### src/rtl/rdiv_seq_ctrl_if.sv
// Operand/result handshake bundle for rdiv_seq_ctrl.
// The master side is the operand producer and result consumer; the slave side is the sequencer.
interface rdiv_seq_ctrl_if #(
    parameter int unsigned QW = 4,
    parameter int unsigned DW = 3
);
    logic                 in_valid;
    logic                 in_ready;
    logic [QW+DW-2:0]     R_0;
    logic [DW-1:0]        D;
    logic                 out_valid;
    logic                 out_ready;
    logic [QW-1:0]        Q;
    logic [DW:0]          R_n1;
    logic                 ovf;
    logic                 busy;

    modport master (
        output in_valid,
        output R_0,
        output D,
        output out_ready,
        input  in_ready,
        input  out_valid,
        input  Q,
        input  R_n1,
        input  ovf,
        input  busy
    );

    modport slave (
        input  in_valid,
        input  R_0,
        input  D,
        input  out_ready,
        output in_ready,
        output out_valid,
        output Q,
        output R_n1,
        output ovf,
        output busy
    );
endinterface

### src/rtl/rdiv_seq_ctrl.sv
// Sequential restoring divider: one (DW+1)-bit trial-subtract stage reused over QW cycles.
// Optional macro RDIV_DIVZERO_BYPASS_EN: a zero divisor skips ITER and completes in one cycle.
module rdiv_seq_ctrl #(
    parameter int unsigned QW = 4,
    parameter int unsigned DW = 3
) (
    input  logic           clk,
    input  logic           rst_n,
    rdiv_seq_ctrl_if.slave bus
);
    localparam int unsigned WW = QW + DW;
    localparam int unsigned KW = (QW > 1) ? $clog2(QW) : 1;
    localparam logic [KW-1:0] K_LAST = KW'(QW - 1);

    typedef enum logic [1:0] {
        S_IDLE,
        S_ITER,
        S_DONE
    } state_t;

    state_t          state_q, state_d;
    logic [WW-1:0]   w_q, w_d;
    logic [KW-1:0]   k_q, k_d;
    logic [DW-1:0]   dv_q, dv_d;
    logic [QW-1:0]   q_q, q_d;
    logic [DW:0]     r_q, r_d;
    logic            ovf_q, ovf_d;
    logic            hold_q, hold_d;

    logic [DW:0]     win;
    logic [DW+1:0]   sum;
    logic [DW:0]     diff;
    logic            qbit;
    logic [WW-1:0]   lim_in;
    logic            ovf_in;
    logic            accept;

    // The carry out of the window subtract is the quotient bit, so D==0 always yields 1s.
    assign win  = w_q[k_q +: DW+1];
    assign sum  = {1'b0, win} + {2'b01, ~dv_q} + (DW+2)'(1);
    assign diff = sum[DW:0];
    assign qbit = sum[DW+1];

    assign lim_in = {bus.D, {QW{1'b0}}};
    assign ovf_in = (bus.D == '0) || ({1'b0, bus.R_0} >= lim_in);

    assign bus.in_ready  = (state_q == S_IDLE) && !hold_q;
    assign bus.out_valid = (state_q == S_DONE);
    assign bus.busy      = (state_q != S_IDLE);
    assign bus.Q         = q_q;
    assign bus.R_n1      = r_q;
    assign bus.ovf       = ovf_q;

    assign accept = bus.in_valid && bus.in_ready;

    always_comb begin
        state_d = state_q;
        w_d     = w_q;
        k_d     = k_q;
        dv_d    = dv_q;
        q_d     = q_q;
        r_d     = r_q;
        ovf_d   = ovf_q;
        hold_d  = 1'b0;

        case (state_q)
            S_IDLE: begin
                if (accept) begin
                    w_d     = {1'b0, bus.R_0};
                    k_d     = K_LAST;
                    dv_d    = bus.D;
                    q_d     = '0;
                    ovf_d   = ovf_in;
                    state_d = S_ITER;
`ifdef RDIV_DIVZERO_BYPASS_EN
                    if (bus.D == '0) begin
                        q_d     = '1;
                        r_d     = bus.R_0[DW:0];
                        state_d = S_DONE;
                    end
`endif
                end
            end

            S_ITER: begin
                q_d[k_q] = qbit;
                if (qbit) begin
                    w_d[k_q +: DW+1] = diff;
                end
                if (k_q == '0) begin
                    r_d     = qbit ? diff : win;
                    state_d = S_DONE;
                end else begin
                    k_d = k_q - KW'(1);
                end
            end

            S_DONE: begin
                // One idle cycle after the result handshake before the next accept.
                if (bus.out_ready) begin
                    state_d = S_IDLE;
                    hold_d  = 1'b1;
                end
            end

            default: begin
                state_d = S_IDLE;
            end
        endcase
    end

    always_ff @(posedge clk) begin
        if (!rst_n) begin
            state_q <= S_IDLE;
            w_q     <= '0;
            k_q     <= '0;
            dv_q    <= '0;
            q_q     <= '0;
            r_q     <= '0;
            ovf_q   <= 1'b0;
            hold_q  <= 1'b0;
        end else begin
            state_q <= state_d;
            w_q     <= w_d;
            k_q     <= k_d;
            dv_q    <= dv_d;
            q_q     <= q_d;
            r_q     <= r_d;
            ovf_q   <= ovf_d;
            hold_q  <= hold_d;
        end
    end

    a_result_stable: assert property (@(posedge clk) disable iff (!rst_n)
        (bus.out_valid && !bus.out_ready) |=>
            (bus.out_valid && $stable(bus.Q) && $stable(bus.R_n1) && $stable(bus.ovf)));

    a_ready_excl: assert property (@(posedge clk) disable iff (!rst_n)
        !(bus.in_ready && bus.busy));
endmodule

### src/flat_wrapper.sv
// flat-port wrapper written by rule: the top's interface ports become plain ports
module rdiv_seq_ctrl_flat 
#(
    parameter int unsigned QW = 4,
    parameter int unsigned DW = 3
)
  (clk, rst_n, bus_in_valid, bus_R_0, bus_D, bus_out_ready, bus_in_ready, bus_out_valid, bus_Q, bus_R_n1, bus_ovf, bus_busy);
  rdiv_seq_ctrl_if #(.QW(QW), .DW(DW)) bus_i ();
  input  logic clk;
  input  logic rst_n;
  input wire logic [$bits(bus_i.in_valid)-1:0] bus_in_valid;
  input wire logic [$bits(bus_i.R_0)-1:0] bus_R_0;
  input wire logic [$bits(bus_i.D)-1:0] bus_D;
  input wire logic [$bits(bus_i.out_ready)-1:0] bus_out_ready;
  output wire logic [$bits(bus_i.in_ready)-1:0] bus_in_ready;
  output wire logic [$bits(bus_i.out_valid)-1:0] bus_out_valid;
  output wire logic [$bits(bus_i.Q)-1:0] bus_Q;
  output wire logic [$bits(bus_i.R_n1)-1:0] bus_R_n1;
  output wire logic [$bits(bus_i.ovf)-1:0] bus_ovf;
  output wire logic [$bits(bus_i.busy)-1:0] bus_busy;
  assign bus_i.in_valid = bus_in_valid;
  assign bus_i.R_0 = bus_R_0;
  assign bus_i.D = bus_D;
  assign bus_i.out_ready = bus_out_ready;
  assign bus_in_ready = bus_i.in_ready;
  assign bus_out_valid = bus_i.out_valid;
  assign bus_Q = bus_i.Q;
  assign bus_R_n1 = bus_i.R_n1;
  assign bus_ovf = bus_i.ovf;
  assign bus_busy = bus_i.busy;
  rdiv_seq_ctrl #(.QW(QW), .DW(DW)) u_core (.clk(clk), .rst_n(rst_n), .bus(bus_i));
endmodule
### config.mk
export PLATFORM = sky130hd
export DESIGN_NAME = rdiv_seq_ctrl_flat
export DESIGN_NICKNAME = d
export VERILOG_FILES = /design/src/rtl/rdiv_seq_ctrl_if.sv /design/src/rtl/rdiv_seq_ctrl.sv /design/src/flat_wrapper.sv
export SDC_FILE = /design/constraint.sdc
export NUM_CORES = 1
export LEC_CHECK = 0
export CAP_MARGIN = 20
export CORE_MARGIN = 3
export CORE_UTILIZATION = 45
export CTS_BUF_LIST = sky130_fd_sc_hd__clkbuf_4 sky130_fd_sc_hd__clkbuf_8 sky130_fd_sc_hd__clkbuf_16
export DETAILED_ROUTE_END_ITERATION = 10
export GPL_TIMING_DRIVEN = 0
export PLACE_DENSITY = 0.74
export SKIP_LAST_GASP = 1
export SYNTH_ARGS = -nofsm -noshare
export SYNTH_HDL_FRONTEND = slang
export SYNTH_SLANG_ARGS = --single-unit
### constraint.sdc
create_clock -name clk -period 7.48 [get_ports clk]
set_input_delay 1.496 -clock clk [delete_from_list [all_inputs] [get_ports clk]]
set_output_delay 1.496 -clock clk [all_outputs]
set_load 0.01 [all_outputs]
==> implementation parameters, run 1 <==
Parameter                              Value

Drt
  Vias after detailed routing    1744
  Vias per cell    5.97
  Post-route DRC    0
  Number of DRC violations after detailed-routing iteration 0    183
  Met3 routed wirelength    367 um
  Sum of routed wire length over all layers    4660 um
  Length of routed met2 wiring    2100 um
  Routed metal-1 wire length    2100 um
  Number of detailed-routing iterations run before antenna repair    4
  Wire per inst    15.9 um
  Highest metal layer with signal wires    met4
  Remaining antenna violation count after routing    0

Final layout
  Antenna diode count    0
  Multi-input gate area in the final layout    1190 um^2
  Non-filler instance count after layout    292
  Layout overhead on the synthesized area    18.9%
  Post-route standard cell area excluding fillers    2090 um^2
  Layout cell share with drive strength beyond 1    10.7%
  Total number of nets in the final design    271
  Fill cell total of the finished layout    349
  Area taken by flip-flops and latches    480 um^2

Placed design
  Standard cell area after detailed placement    2050 um^2
  Worst slack at placement    4310 ps
  Half-perimeter wire length after placement    3520 um
  Gpl congestion    0.958
  Count of buffers from port buffering    23
  Total placed cells including tap cells    289

Logic synthesis
  Ys flop type    sky130_fd_sc_hd__dfxtp_1
  Share of Yosys cell area claimed by the top area cell type    27.4%
  Post-synthesis cell count    218
  Post-synth ARST share    0%
  Xor and xnor area share after synthesis    1.42%
  Share of synthesized area spent on multiplexers    6.84%
  Cells taking the most area after synthesis    sky130_fd_sc_hd__dfxtp_1, sky130_fd_sc_hd__ha_1, sky130_fd_sc_hd__a21oi_1, sky130_fd_sc_hd__nor2_1, sky130_fd_sc_hd__nand2_1
  Simple-Gate Fraction of Synth Area    24.4%
  Adder and majority cell fraction of the synthesized area    8.97%
  Post-Syn Nets    243
  Seq cells post-synth    24
  Count of warnings emitted by yosys    0
  Synth unique cells    54
  Number of enable flip-flop cells after synthesis    0
  Largest family of logic cells by synthesized area    compound AO/OA/AOI/OAI gates
  Cell accounting for the most synthesized area    sky130_fd_sc_hd__dfxtp_1
  Compound-Gate Fraction of Synth Area    26.1%
  Cell area after synthesis    1760 um^2
  Average instance area after synthesis    8.06 um^2
  Share of synthesized area occupied by flip-flops and latches    27.4%

STA
  Measured slew at the worst slew-check pin    631 ps
  Final period demand of the worst path    3080 ps
  Maximum clock frequency    325 MHz
  Post-Route Skew    3.44 ps
  Final Hold Fails    0
  RSZ-0062 raised after global routing    false
  Number of setup violations in the final report    0
  Min Hold Slack    465 ps
  Share of the clock period used by the worst path after layout    41.1%
  Worst Slack Setup Final    4400 ps
  Final total negative setup slack    0 ps
  Final Max Tran Viols    0
  Max-slew headroom    57.8%

Flow run
  Number of violations of the max-capacitance limit    0

Power and ir drop
  Worst voltage drop across the vdd grid    0.134 mV
  Cell Pwr Density    231 nW/um^2
  Standby leakage power    0.789 nW

Hold path
  Hold/Removal Path Class    reg2reg

Run status
  Result of the run    completed

Worst setup path
  Maximum fanout encountered on the critical timing path    8
  Signal arrival time at the worst endpoint    3230 ps
  Bufs and invs on worst path    2
  Kind of end point of the critical path    flip-flop
  Critical setup path kind    reg2reg
  Longest individual stage delay on the worst path    420 ps
  Family with the most delay on the worst path    compound AO/OA/AOI/OAI gates
  Kind of start point of the critical path    flip-flop
  List of cells traversed by the critical path    buf_4 > mux2_2 > a21oi_1 > ha_1 > inv_1 > fa_1 > xnor2_2 > o21ai_0 > a2111o_1 > o21ai_1 > a211oi_2
  Worst EP required    7630 ps
  Slowest stage cell, crit path    sky130_fd_sc_hd__fa_1

Clock tree
  Clock net sink count    24
  Latest clock arrival within the worst-skew pair    270 ps
  H-Tree Level Count    1
  Clock root cell    sky130_fd_sc_hd__clkbuf_8
  Buffer count from post-CTS setup fixing    0
  CTS Hold Bufs    0
  Clock Tree Buf Depth    2
  # resized after CTS    0
  TritonCTS clock tree    done
  Clock Pin Slew Worst Setup and Hold Paths    80 ps
  Number of buffers created by CTS    3

Die
  Initial standard-cell utilization of the core    47.3%
  Core region area    3720 um^2
  Number of rows in the core area    22
  Die Ht    68.5 um
  Die X    68.5 um
  I/O pin total    25
  DIE AREA    4690 um^2

Global routing
  Via count of the first global-routing pass    1470
  Maximum number of pins on one net before global-route repair    13
  Wire length of the first global-routing pass    7200 um
  Overall global routing resource usage    20.8%
  Antenna violations before repair    0
  Global route total overflow    0
power by group:
part / switching [W] / internal (W) / total (W)
logic: 0.000150 / 0.000101 / 0.000251
registers: 0.0000126 / 0.000141 / 0.000154
clock network: 0.0000410 / 0.0000360 / 0.0000770
total: 0.000204 / 0.000278 / 0.000482
Yosys cell counts (2+ instances only):
cell type,instances
sky130_fd_sc_hd__a21o_1,2
sky130_fd_sc_hd__nor2b_1,3
sky130_fd_sc_hd__ha_1,11
sky130_fd_sc_hd__nor2_1,22
sky130_fd_sc_hd__nor3_1,9
sky130_fd_sc_hd__nor4_1,4
sky130_fd_sc_hd__o41ai_2,2
sky130_fd_sc_hd__nand2b_1,4
sky130_fd_sc_hd__o21ai_0,13
sky130_fd_sc_hd__o21a_1,2
sky130_fd_sc_hd__a211oi_2,2
sky130_fd_sc_hd__nand2_1,21
sky130_fd_sc_hd__and3b_1,2
sky130_fd_sc_hd__clkbuf_1,5
sky130_fd_sc_hd__o21ai_1,3
sky130_fd_sc_hd__inv_1,9
sky130_fd_sc_hd__o22ai_1,4
sky130_fd_sc_hd__a21oi_1,22
sky130_fd_sc_hd__nand3_1,2
sky130_fd_sc_hd__dfxtp_1,24
sky130_fd_sc_hd__buf_2,4
sky130_fd_sc_hd__nor3_2,2
sky130_fd_sc_hd__clkinv_1,2
sky130_fd_sc_hd__a211oi_1,5
sky130_fd_sc_hd__mux2i_1,6
sky130_fd_sc_hd__and3_1,2
sky130_fd_sc_hd__o31ai_1,2
sky130_fd_sc_hd__nor2_4,2
sky130_fd_sc_hd__mux2_2,2
logic make-up after synthesis:
family / Yosys count
AO/OA/AOI/OAI: 68
XOR/XNOR: 2
adder cells (fa/ha/maj): 12
buffers and inverters: 21
flip-flops: 24
multiplexers: 10
AND/OR/NAND/NOR: 81
per-layer routing:
metal	global-route usage, %	up-vias
met5	0	-
met4	7.20	0
met3	3.28	6
met2	31.8	79
met1	29.3	814
li1	-	845
area by class of cell:
class                           count  area share [%]
Multi-Input combinational cell    173            56.9
Sequential cell                    24            23.0
Timing Repair Buffer               23            11.0
Tap cell                           48            2.88
Buffer                             10            2.22
Clock buffer                        3            1.98
Inverter                           11            1.98
cell usage in the layout, fill, tap and decap left out, types with 3 or more instances in the layout:
cell	n
sky130_fd_sc_hd__nor2_1	22
sky130_fd_sc_hd__o21ai_0	13
sky130_fd_sc_hd__nor4_1	4
sky130_fd_sc_hd__dfxtp_1	24
sky130_fd_sc_hd__o21ai_1	3
sky130_fd_sc_hd__ha_1	11
sky130_fd_sc_hd__inv_1	9
sky130_fd_sc_hd__nor2b_1	3
sky130_fd_sc_hd__clkdlybuf4s50_1	23
sky130_fd_sc_hd__a211oi_1	5
sky130_fd_sc_hd__nand2_1	21
sky130_fd_sc_hd__nor3_1	9
sky130_fd_sc_hd__o22ai_1	4
sky130_fd_sc_hd__clkbuf_1	5
sky130_fd_sc_hd__nand2b_1	4
sky130_fd_sc_hd__mux2i_1	6
sky130_fd_sc_hd__buf_2	4
sky130_fd_sc_hd__clkbuf_8	3
sky130_fd_sc_hd__a21oi_1	22
registers in the layout, indices dropped and copies added, names as in the netlist:
register and flops:
u_core.bus.Q 4, u_core.bus.R_n1 4, u_core.bus.ovf 1, u_core.dv_q 3
u_core.hold_q 1, u_core.k_q 2, u_core.state_q 2, u_core.w_q 7
stage by stage:
step | power (W) | util [%]
6_report | 0.000482 | 56.2
3_5_place_dp | 0.000402 | 55.1
2_1_floorplan | 0.000334 | -
4_1_cts | 0.000478 | 56.2
3_3_place_gp | 0.000397 | 55.1
5_1_grt | 0.000511 | 56.2
worst min-delay path: cells and delay by family (launching register included):
kind	cells	cell delay, ps
AOI/OAI and AO/OA	1	60
DFF	1	320
and+or+nand+nor	1	50
worst paths after layout:
path / startpoint / end / slack, ps / cells past startpoint
max: u_core.k_q[1] / u_core.w_q[1] / 4400 / 11
min: u_core.bus.ovf / u_core.bus.ovf / 470 / 2
max reg2reg: u_core.k_q[1] / u_core.w_q[1] / 4400 / 11
min reg2reg: u_core.bus.ovf / u_core.bus.ovf / 470 / 2
(Power assumes the default switching activity.)
==> run 2: changes to the inputs <==
==> constraint.sdc (replaced) <==
create_clock -name clk -period 3.1 [get_ports clk]
set_input_delay 0.62 -clock clk [delete_from_list [all_inputs] [get_ports clk]]
set_output_delay 0.62 -clock clk [all_outputs]
set_load 0.01 [all_outputs]
==> run 2 against run 1 <==
Sequential cell count did not move. Sequential power rose by 140%. Critical path depth did not move. Cell count rose by 0.68%. Highest routed layer unchanged. Critical path type unchanged. Core utilization rose by 0.81 points. Sequential share of layout area fell by 0.33 points. Die area did not move. Global-route usage did not move. Clock power rose by 140%. Combinational power rose to 2.5 times the previous value.
==> implementation parameters, run 2 (synthesis gave the netlist of run 1 again) <==
Parameter                              Value

Run status
  Result of the run    completed

Clock tree
  CTS Hold Bufs    0 (unchanged)
  Clock Pin Slew Worst Setup and Hold Paths    90 ps (about the same)
  Clock Tree Buf Depth    2 (unchanged)
  Clock root cell    sky130_fd_sc_hd__clkbuf_8
  Number of buffers created by CTS    3 (unchanged)
  Latest clock arrival within the worst-skew pair    270 ps (about the same)
  H-Tree Level Count    1 (unchanged)
  Clock net sink count    24 (unchanged)
  TritonCTS clock tree    done

Power and ir drop
  Cell Pwr Density    565 nW/um^2 (+140%)
  Worst voltage drop across the vdd grid    0.330 mV (+150%)
  Sw Pwr    0.000502 W (+150%)
  Portion of total power attributed to sequential cells    31.1% (-0.8 points)
  Clock share of power    15.6% (-0.4 points)
  Comb pwr share    53.3% (+1.2 points)
  P_int    0.000694 W (+150%)
  Switching power share of the total    42.0% (-0.30 points)
  Standby leakage power    0.800 nW (+1.4%)

Final layout
  Total number of nets in the final design    273 (+0.74%)
  Antenna diode count    0 (unchanged)
  Most common library cell in the layout ignoring fill and taps    sky130_fd_sc_hd__dfxtp_1
  Final design utilization    57.0% (+0.81 points)
  Commonest cells after routing, fill and taps aside    sky130_fd_sc_hd__dfxtp_1, sky130_fd_sc_hd__clkdlybuf4s50_1, sky130_fd_sc_hd__nor2_1, sky130_fd_sc_hd__a21oi_1, sky130_fd_sc_hd__nand2_1
  Layout overhead on the synthesized area    20.6%
  Layout cell share with drive strength beyond 1    11.8% (+1.1 points)
  Top reg by flops    u_core.w_q
  Number of flip-flops under the largest register name    7 (unchanged)

STA
  Measured slew at the worst slew-check pin    628 ps (-3.23 ps)
  RSZ-0062 raised after global routing    true
  Post-Route Skew    6.49 ps (+3.05 ps)
  Maximum clock frequency    329 MHz (+1.1%)
  Final Max Tran Viols    0 (unchanged)
  Min Hold Slack    466 ps (+0.407 ps)
  Final period demand of the worst path    3040 ps (-34.2 ps)
  Max-slew headroom    58.0% (+0.22 points)
  Share of the clock period used by the worst path after layout    98.1% (+57 points)
  Final Hold Fails    0 (unchanged)
  Final total negative setup slack    0 ps (unchanged)
  Number of setup violations in the final report    0 (unchanged)

Worst setup path
  Cell count of the worst reg-to-reg path    11 (unchanged)
  Kind of end point of the critical path    flip-flop
  Kind of start point of the critical path    flip-flop
  R2R setup slack    60 ps (-4350 ps)
  Critical setup path kind    reg2reg
  Maximum fanout encountered on the critical timing path    8 (unchanged)
  Signal arrival time at the worst endpoint    3200 ps (-30 ps)
  Worst EP required    3260 ps (-4370 ps)
  Reg-to-Reg Start    u_core.k_q[1]
  Reg2Reg Capture Point    u_core.w_q[1]

Hold path
  Hold/Removal Path Class    reg2reg
  Hold Crit Endpoint    u_core.bus.ovf
  Min-Delay Startpoint    u_core.bus.ovf
  Hold path depth    2 (unchanged)

Global routing
  Via count of the first global-routing pass    1470 (unchanged)
  Antenna violations before repair    0 (unchanged)
  Maximum number of pins on one net before global-route repair    13 (unchanged)
  Wire length of the first global-routing pass    7200 um (unchanged)
  Overall global routing resource usage    20.8% (unchanged)
  Global route total overflow    0 (unchanged)

Placed design
  Count of buffers from port buffering    23 (unchanged)
  Gpl congestion    0.958 (unchanged)
  Half-perimeter wire length after placement    3520 um (unchanged)

Die
  Initial standard-cell utilization of the core    47.3% (unchanged)
  Die Ht    68.5 um (unchanged)
  I/O pin total    25 (unchanged)
  Die X    68.5 um (unchanged)
  DIE AREA    4690 um^2 (unchanged)
  Number of rows in the core area    22 (unchanged)
  Core region area    3720 um^2 (unchanged)

Drt
  Post-route DRC    0 (unchanged)
  Sum of routed wire length over all layers    4690 um (+0.79%)
  Remaining antenna violation count after routing    0 (unchanged)
  Vias after detailed routing    1729 (-0.86%)
  Vias per cell    5.88 (-1.5%)
  Number of detailed-routing iterations run before antenna repair    4 (unchanged)
  Wire per inst    16.0 um (+0.11%)
  Number of DRC violations after detailed-routing iteration 0    154 (-16%)

Flow run
  Number of violations of the max-capacitance limit    0 (unchanged)
## run 2: worst max-delay path: stages, from the launching register on
cell and delay, ps:
sky130_fd_sc_hd__dfxtp_1 390, sky130_fd_sc_hd__buf_4 200, sky130_fd_sc_hd__mux2_2 350, sky130_fd_sc_hd__a21oi_1 200, sky130_fd_sc_hd__ha_1 200, sky130_fd_sc_hd__inv_1 60, sky130_fd_sc_hd__fa_1 470, sky130_fd_sc_hd__xnor2_4 280
sky130_fd_sc_hd__o21ai_0 110, sky130_fd_sc_hd__a2111o_1 410, sky130_fd_sc_hd__o21ai_1 150, sky130_fd_sc_hd__a211oi_2 110
## run 2: layer usage
metal,wire length [um],global-route usage [%],vias up
li1,-,-,846
met1,2100,29.3,794
met5,0,0,-
met2,2090,31.8,78
met4,118,7.20,0
met3,382,3.28,11
## run 2: how the worst max path moves through the flow
stage	from	to	slack, ps	cells after the start
2_1_floorplan	u_core.k_q[1]	u_core.bus.R_n1[0]	400	10
3_3_place_gp	u_core.k_q[1]	u_core.w_q[1]	90	11
3_5_place_dp	u_core.k_q[1]	u_core.w_q[1]	8	11
4_1_cts	u_core.k_q[1]	u_core.w_q[1]	20	11
5_1_grt	u_core.k_q[1]	u_core.w_q[1]	-80	11
6_report	u_core.k_q[1]	u_core.w_q[1]	60	11
## run 2: power groups by stage
stage | clock (W) | sequential (W) | combinational, W
6_report | 0.000187 | 0.000371 | 0.000638
5_1_grt | 0.000202 | 0.000375 | 0.000688
4_1_cts | 0.000188 | 0.000370 | 0.000595
3_5_place_dp | 0 | 0.000378 | 0.000591
3_3_place_gp | 0 | 0.000377 | 0.000582
2_1_floorplan | 0 | 0.000373 | 0.000434
## run 2: per-stage QoR
step / instances / instance area [um^2] / power [W] / setup slack [ps]
6_report: 294 / 2120 / 0.00120 / 57.4
5_1_grt: 294 / 2120 / 0.00127 / -79.9
4_1_cts: 292 / 2090 / 0.00115 / 19.2
3_5_place_dp: 289 / 2050 / 0.000969 / 8.26
3_3_place_gp: 289 / 2050 / 0.000959 / 90.3
2_1_floorplan: 218 / 1760 / 0.000807 / 402
## run 2: final cells by class
| cell class | count | area [um^2] |
|---|---|---|
| Fill cell | 349 | 1600 |
| Timing Repair Buffer | 25 | 245 |
| Tap cell | 48 | 60.1 |
| Clock buffer | 3 | 41.3 |
| Multi-Input combinational cell | 173 | 1200 |
| Sequential cell | 24 | 480 |
| Inverter | 11 | 41.3 |
| Buffer | 10 | 46.3 |
## run 2: what timing repair did
| item | CTS | global route |
|---|---|---|
| resized for setup | 0 | 2 |
| endpoints found under the setup margin | 0 | 6 |
| setup buffers | 0 | 2 |
